===== src/rtl/goldschmidt_pkg.sv =====
// Shared types and constants for the Goldschmidt divider sequencer and datapath.
// Contents: FSM state encoding, mode/stage select encodings, k0 seed, and
// helpers that map an FSM state to its datapath selects.
package goldschmidt_pkg;

  localparam int unsigned GS_STATE_W = 3;
  localparam int unsigned GS_WIDTH   = 29;
  localparam int unsigned GS_FRAC_W  = 26;

  typedef enum logic [GS_STATE_W-1:0] {
    GS_IDLE    = 3'd0,
    GS_INIT_N  = 3'd1,
    GS_INIT_D  = 3'd2,
    GS_ITER_N  = 3'd3,
    GS_ITER_D  = 3'd4,
    GS_CAPTURE = 3'd5,
    GS_VALID   = 3'd6
  } gs_state_t;

  // Datapath selects: mode picks k0 seeding vs refinement, stage picks N vs D/K update.
  localparam logic MODE_INIT = 1'b0;
  localparam logic MODE_ITER = 1'b1;
  localparam logic STAGE_N   = 1'b0;
  localparam logic STAGE_D   = 1'b1;

  // Initial reciprocal estimate 0.75 with GS_FRAC_W fractional bits.
  localparam logic [GS_WIDTH-1:0] K0_INIT = 29'h0300_0000;

  // Only the two INIT states seed with k0.
  function automatic logic gs_mode(input gs_state_t s);
    return ((s == GS_INIT_N) || (s == GS_INIT_D)) ? MODE_INIT : MODE_ITER;
  endfunction

  // N updates only in INIT_N/ITER_N so the quotient register is frozen otherwise.
  function automatic logic gs_stage(input gs_state_t s);
    return ((s == GS_INIT_N) || (s == GS_ITER_N)) ? STAGE_N : STAGE_D;
  endfunction

endpackage


===== src/rtl/goldschmidt_seq_iter_counter.sv =====
// gs_iter_counter: refinement iteration counter for the Goldschmidt sequencer.
// Ports:
//   clk, reset   clock, asynchronous active-high reset
//   clear_i      synchronous clear (takes priority over inc_i)
//   inc_i        increment by one
//   last_c_o     combinational terminal count, high when count == ITERS-1
module gs_iter_counter #(
  parameter int unsigned ITERS = 4,
  parameter int unsigned CNT_W = $clog2(ITERS + 1)
) (
  input  logic clk,
  input  logic reset,
  input  logic clear_i,
  input  logic inc_i,
  output logic last_c_o
);

  logic [CNT_W-1:0] cnt_q;
  logic [CNT_W-1:0] cnt_d;

  // Next count; reaches at most ITERS, which CNT_W always holds.
  always_comb begin
    cnt_d = cnt_q;
    if (clear_i) begin
      cnt_d = '0;
    end else if (inc_i) begin
      cnt_d = cnt_q + CNT_W'(1);
    end
  end

  always_ff @(posedge clk or posedge reset) begin
    if (reset) begin
      cnt_q <= '0;
    end else begin
      cnt_q <= cnt_d;
    end
  end

  assign last_c_o = (cnt_q == CNT_W'(ITERS - 1));

endmodule


===== src/rtl/goldschmidt_seq.sv =====
// goldschmidt_seq: handshaked sequencer for the Goldschmidt divider datapath.
// Accepts one request at a time, holds the operands, steps the datapath
// mode/stage selects through ITERS refinement iterations, then captures the
// quotient and offers it on a valid/ready output.
// Ports:
//   clk, reset                    clock, asynchronous active-high reset
//   start / ready                 request handshake (accept on start && ready)
//   numerator_in, denominator_in  operands, sampled on acceptance
//   dp_numerator, dp_denominator  held operands to the datapath
//   mode, stage                   datapath selects
//   dp_quotient                   datapath N register
//   out_valid / out_ready         result handshake
//   quotient_out, div_by_zero     result payload
// Build option: GOLDSCHMIDT_DIVZERO_EN short-circuits a zero divisor straight
// to VALID with an all-ones quotient and div_by_zero set.
module goldschmidt_seq
  import goldschmidt_pkg::*;
#(
  parameter int unsigned WIDTH = 29,
  parameter int unsigned ITERS = 4
) (
  input  logic             clk,
  input  logic             reset,
  input  logic             start,
  output logic             ready,
  input  logic [WIDTH-1:0] numerator_in,
  input  logic [WIDTH-1:0] denominator_in,
  output logic [WIDTH-1:0] dp_numerator,
  output logic [WIDTH-1:0] dp_denominator,
  output logic             mode,
  output logic             stage,
  input  logic [WIDTH-1:0] dp_quotient,
  output logic             out_valid,
  input  logic             out_ready,
  output logic [WIDTH-1:0] quotient_out,
  output logic             div_by_zero
);

  localparam int unsigned CNT_W = $clog2(ITERS + 1);

  gs_state_t        state_q, state_d;
  logic [WIDTH-1:0] num_q, num_d;
  logic [WIDTH-1:0] den_q, den_d;
  logic [WIDTH-1:0] quot_q, quot_d;
  logic             ready_q, ready_d;
  logic             valid_q, valid_d;
  logic             mode_q, mode_d;
  logic             stage_q, stage_d;
`ifdef GOLDSCHMIDT_DIVZERO_EN
  logic             dbz_q, dbz_d;
`endif

  logic             accept_c;
  logic             cnt_clr_c;
  logic             cnt_inc_c;
  logic             iter_last_c;

  gs_iter_counter #(
    .ITERS (ITERS),
    .CNT_W (CNT_W)
  ) u_iter_cnt (
    .clk      (clk),
    .reset    (reset),
    .clear_i  (cnt_clr_c),
    .inc_i    (cnt_inc_c),
    .last_c_o (iter_last_c)
  );

  assign accept_c = start && ready_q;

  // Next state and next register values; output flags are decoded from the
  // next state so every handshake/select output comes straight from a flop.
  always_comb begin
    state_d   = state_q;
    num_d     = num_q;
    den_d     = den_q;
    quot_d    = quot_q;
    cnt_clr_c = 1'b0;
    cnt_inc_c = 1'b0;
`ifdef GOLDSCHMIDT_DIVZERO_EN
    dbz_d     = dbz_q;
`endif

    case (state_q)
      GS_IDLE: begin
        if (accept_c) begin
          num_d     = numerator_in;
          den_d     = denominator_in;
          cnt_clr_c = 1'b1;
          state_d   = GS_INIT_N;
`ifdef GOLDSCHMIDT_DIVZERO_EN
          dbz_d     = 1'b0;
          if (denominator_in == '0) begin
            quot_d  = '1;
            dbz_d   = 1'b1;
            state_d = GS_VALID;
          end
`endif
        end
      end
      GS_INIT_N:  state_d = GS_INIT_D;
      GS_INIT_D:  state_d = GS_ITER_N;
      GS_ITER_N: begin
        // The last N update goes straight to capture; its D update is unused.
        cnt_inc_c = 1'b1;
        state_d   = iter_last_c ? GS_CAPTURE : GS_ITER_D;
      end
      GS_ITER_D:  state_d = GS_ITER_N;
      GS_CAPTURE: begin
        quot_d  = dp_quotient;
        state_d = GS_VALID;
      end
      GS_VALID: begin
        if (out_ready) begin
          state_d = GS_IDLE;
        end
      end
      default:    state_d = GS_IDLE;
    endcase

    ready_d = (state_d == GS_IDLE);
    valid_d = (state_d == GS_VALID);
    mode_d  = gs_mode(state_d);
    stage_d = gs_stage(state_d);
  end

  always_ff @(posedge clk or posedge reset) begin
    if (reset) begin
      state_q <= GS_IDLE;
      num_q   <= '0;
      den_q   <= '0;
      quot_q  <= '0;
      ready_q <= 1'b1;
      valid_q <= 1'b0;
      mode_q  <= MODE_ITER;
      stage_q <= STAGE_D;
`ifdef GOLDSCHMIDT_DIVZERO_EN
      dbz_q   <= 1'b0;
`endif
    end else begin
      state_q <= state_d;
      num_q   <= num_d;
      den_q   <= den_d;
      quot_q  <= quot_d;
      ready_q <= ready_d;
      valid_q <= valid_d;
      mode_q  <= mode_d;
      stage_q <= stage_d;
`ifdef GOLDSCHMIDT_DIVZERO_EN
      dbz_q   <= dbz_d;
`endif
    end
  end

  assign ready          = ready_q;
  assign out_valid      = valid_q;
  assign mode           = mode_q;
  assign stage          = stage_q;
  assign dp_numerator   = num_q;
  assign dp_denominator = den_q;
  assign quotient_out   = quot_q;
`ifdef GOLDSCHMIDT_DIVZERO_EN
  assign div_by_zero    = dbz_q;
`else
  assign div_by_zero    = 1'b0;
`endif

endmodule

===== config.mk =====
export PLATFORM = sky130hd
export DESIGN_NAME = goldschmidt_seq
export DESIGN_NICKNAME = d
export VERILOG_FILES = /design/src/rtl/goldschmidt_pkg.sv /design/src/rtl/goldschmidt_seq_iter_counter.sv /design/src/rtl/goldschmidt_seq.sv
export SDC_FILE = /design/constraint.sdc
export NUM_CORES = 1
export LEC_CHECK = 0
export CAP_MARGIN = 20
export CORE_AREA = 2 2 98 100
export CTS_CLUSTER_DIAMETER = 150
export DETAILED_ROUTE_END_ITERATION = 12
export DIE_AREA = 0 0 100 102
export HOLD_SLACK_MARGIN = 0.02
export PLACE_DENSITY = 0.85
export SYNTH_ARGS = -nofsm -noshare
export SYNTH_HDL_FRONTEND = slang
export SYNTH_HIERARCHICAL = 1
export SYNTH_SLANG_ARGS = --single-unit

===== constraint.sdc =====
create_clock -name clk -period 9 [get_ports clk]
set_input_delay 2.7 -clock clk [delete_from_list [all_inputs] [get_ports clk]]
set_output_delay 2.7 -clock clk [all_outputs]
set_load 0.01 [all_outputs]

==> flow_summary.yaml <==
power:
  p_switching_mw: 0.5934
  combPwrFrac_pct: 47.0
  total_power_mw: 2.023
  intPower_mw: 1.429
  p_leak_nw: 2.615
  switching_share_pct: 29.33
  clkPwrFrac_pct: 13.9
  ir_drop_mv: 0.1553
  pwr-share-seq_pct: 39.1
  p_per_area_mw_per_mm2: 333.6
worst_setup_path:
  slowest_stage: "dfstp_2"
  cp-end-kind: "primary output"
  cp-start-kind: "flop"
  crit_end: "ready"
  ff2ff_setup_slack_ps: 7020
  r2r_end: "dp_numerator[27]"
  r2r_cells: 4
  required_ps: 6300
  critPathLaunch: "ready"
  arrival_ps: 1450
  path_class: "reg2out"
  path_cells: "clkdlybuf4s50_1"
  crit_family: "flip-flops"
  cpPeakStageDelay_ps: 570
  critical_path_depth: 1
  r2r_start: "state_q[2]"
  path_buf_inv: 1
  crit_path_max_fanout: 4
clock_network:
  htreeDepth: 3
  cts_buffers: 9
  clkSinkCount: 97
  cts.reportedPaths.clkPinSlew_ps: 100
  cts_tree: "done"
  root_buffer: "clkbuf_8"
  cts_resized: 0
  post_cts_buffers: 0
  cts_hold_buf: 0
  clkLatencyLatePin_ps: 350
  cts_buffer_depth: 2
floorplan:
  io_pins: 183
  start_util_pct: 44.53
  rows: 35
  core_region_area_sq_mm: 0.009109
  die_area_sq_mm: 0.01020
  die_h_um: 102
  die_x_um: 100
yosys:
  yosysWarnings: 6
  synth_edf_count: 0
  yosysSeqAreaShare_pct: 59.93
  syn_area_per_cell_sq_um: 17.48
  mappedNetlistArea_sq_mm: 0.004056
  async_flop_share_pct: 100.0
  synth_top_area_share_pct: 57.99
  synthFlopType: "dfrtp_1"
  syn_nets: 325
  yosysTopAreaCell: "dfrtp_1"
  ys_ff_latch: 97
  syn_inst: 232
  synth.distinct_cells: 31
  ys_top_cells_by_area: "dfrtp_1 (58%), mux2_4 (21%), mux2_2 (6.4%), buf_12 (3.5%), dfstp_2 (1.9%)"
layout:
  num_antenna_cells: 0
  nets: 506
  final_area_sq_mm: 0.006065
  drive_above_1_share_pct: 25.90
  syn2layout_area_growth_pct: 49.51
placed_design:
  dpl_cell_area_sq_mm: 0.005842
  hpwl_um: 6495
  port_buffers: 181
  gp_congestion: 0.7145
sta:
  hold_viol_final: 0
  worstMarginPinSlew_ps: 886.7
  setup_viol: 0
  setup-tns-final_ps: 0
  post-route-period-util_pct: 46.08
  min_period_ps: 4147
  rsz0062_at_grt: "no"
  fmax_mhz: 241.1
  clock_skew_ps: 12.12
  relSlewSlack_pct: 40.89
  maxSlewViolCount: 0
route:
  dr.first_iter.drc_count: 43
  viasPerCell: 4.782
  drc: 0
  wl_per_cell_um: 17.10
  drt_pass1_iterations: 2
  ant_nets: 0
  vias: 2525
  wirelength_um: 9031
grt:
  grtUsageTotal_pct: 17.74
  grt_pass1_vias: 2798
  grt_max_degree: 71
  grt_pass1_wl_um: 14050
  grt_overflow: 0
  antenna_found_initial: 0
status:
  status: "complete, no violations"
worst_hold_path:
  holdCritPathClass: "reg2reg"
  hold-path-cell-count: 1
job:
  maxCapViolations: 0
power groups by stage:
stage	Sequential (mW)	Clock (mW)	Combinational, mW
floorplan	0.867	0	0.380
global placement	0.786	0	0.929
detailed placement	0.795	0	0.959
CTS	0.792	0.289	0.963
global route	0.820	0.309	1.01
finish	0.790	0.282	0.951
cell usage after synthesis (2+ instances only):
cell type and instances:
dfrtp_1 94, mux2_4 57, mux2_2 23, buf_12 7, mux2_1 7, nor2_1 6
buf_6 4, inv_1 4, a21oi_1 3, dfstp_2 3, a211oi_1 2, buf_2 2
ha_1 2
worst min path at each step:
| stage | start | end | slack [ps] |
|---|---|---|---|
| detailed placement | quotient_out[28] | quotient_out[28] | 480 |
| CTS | quotient_out[28] | quotient_out[28] | 500 |
| global route | quotient_out[24] | quotient_out[24] | 520 |
| finish | quotient_out[28] | quotient_out[28] | 500 |
| floorplan | u_iter_cnt/cnt_q[1] | u_iter_cnt/cnt_q[1] | 490 |
| global placement | quotient_out[24] | quotient_out[24] | 470 |
stage by stage:
step | hold WS (ps) | setup WS [ps] | util, % | instances
2_1_floorplan | 490.3 | 3856 | - | 232
3_3_place_gp | 474.0 | 4292 | 63.83 | 511
3_5_place_dp | 480.6 | 4224 | 64.13 | 512
4_1_cts | 503.1 | 4617 | 66.28 | 527
5_1_grt | 515.8 | 4817 | 66.58 | 528
6_report | 497.2 | 4853 | 66.58 | 528
cells by family (layout without fill, tap and decap cells):
group,after synthesis,count (layout),synth area share [%]
muxes,88,88,29.67
other,1,1,0.09245
adders and majority gates,2,2,0.6168
AOI/OAI and AO/OA,10,10,1.789
buffers and inverters,18,203,5.367
xor gates and xnor gates,1,1,0.2160
DFF,97,97,59.93
and+or+nand+nor,15,15,2.314
layout by cell type (no fill, tap or decap):
cell | Yosys | final
clkdlybuf4s50_1 | 0 | 181
dfrtp_1 | 94 | 94
mux2_4 | 57 | 57
mux2_2 | 23 | 23
clkbuf_8 | 0 | 10
mux2_1 | 7 | 7
nor2_1 | 6 | 6
inv_1 | 4 | 3
a21oi_1 | 3 | 3
dfstp_2 | 3 | 3
a211oi_1 | 2 | 2
clkinvlp_4 | 0 | 2
buf_16 | 0 | 2
ha_1 | 2 | 2
nor2b_2 | 1 | 1
nand2_1 | 1 | 1
nor3_4 | 1 | 1
and3_4 | 1 | 1
and3_1 | 1 | 1
nand2b_1 | 1 | 1
nor3_1 | 1 | 1
a311o_1 | 1 | 1
a21o_2 | 1 | 1
o21bai_1 | 1 | 1
or3_2 | 1 | 1
a211o_2 | 1 | 1
or2_2 | 1 | 1
a31oi_1 | 1 | 1
inv_4 | 0 | 1
conb_1 | 1 | 1
clkinv_4 | 0 | 1
bufinv_16 | 0 | 1
clkbuf_1 | 0 | 1
buf_4 | 1 | 1
mux2i_1 | 1 | 1
xnor2_1 | 1 | 1
sequential cells by signal (all words and copies together) (netlist names):
register and cells:
dp_denominator 29, dp_numerator 29, quotient_out 29, state_q 3
u_iter_cnt/cnt_q 3, mode 1, out_valid 1, ready 1
stage 1
layout make-up:
class / count / area [sq um]
clock buffer: 11 / 141.4
clock inverter: 4 / 53.80
fill: 666 / 3044
inverter: 4 / 17.52
multi-input combinational: 117 / 1408
sequential: 97 / 2431
tap: 111 / 138.9
timing repair buffer: 184 / 1874
metal layers:
metal | global-route usage (%) | part of all wire [%] | up-vias
li1 | - | - | 1161
met3 | 3.283 | 5.2 | 18
met2 | 30.09 | 51 | 101
met5 | 0 | 0 | -
met1 | 22.41 | 42 | 1245
met4 | 7.798 | 2.5 | 0
(Power assumes the default switching activity.)
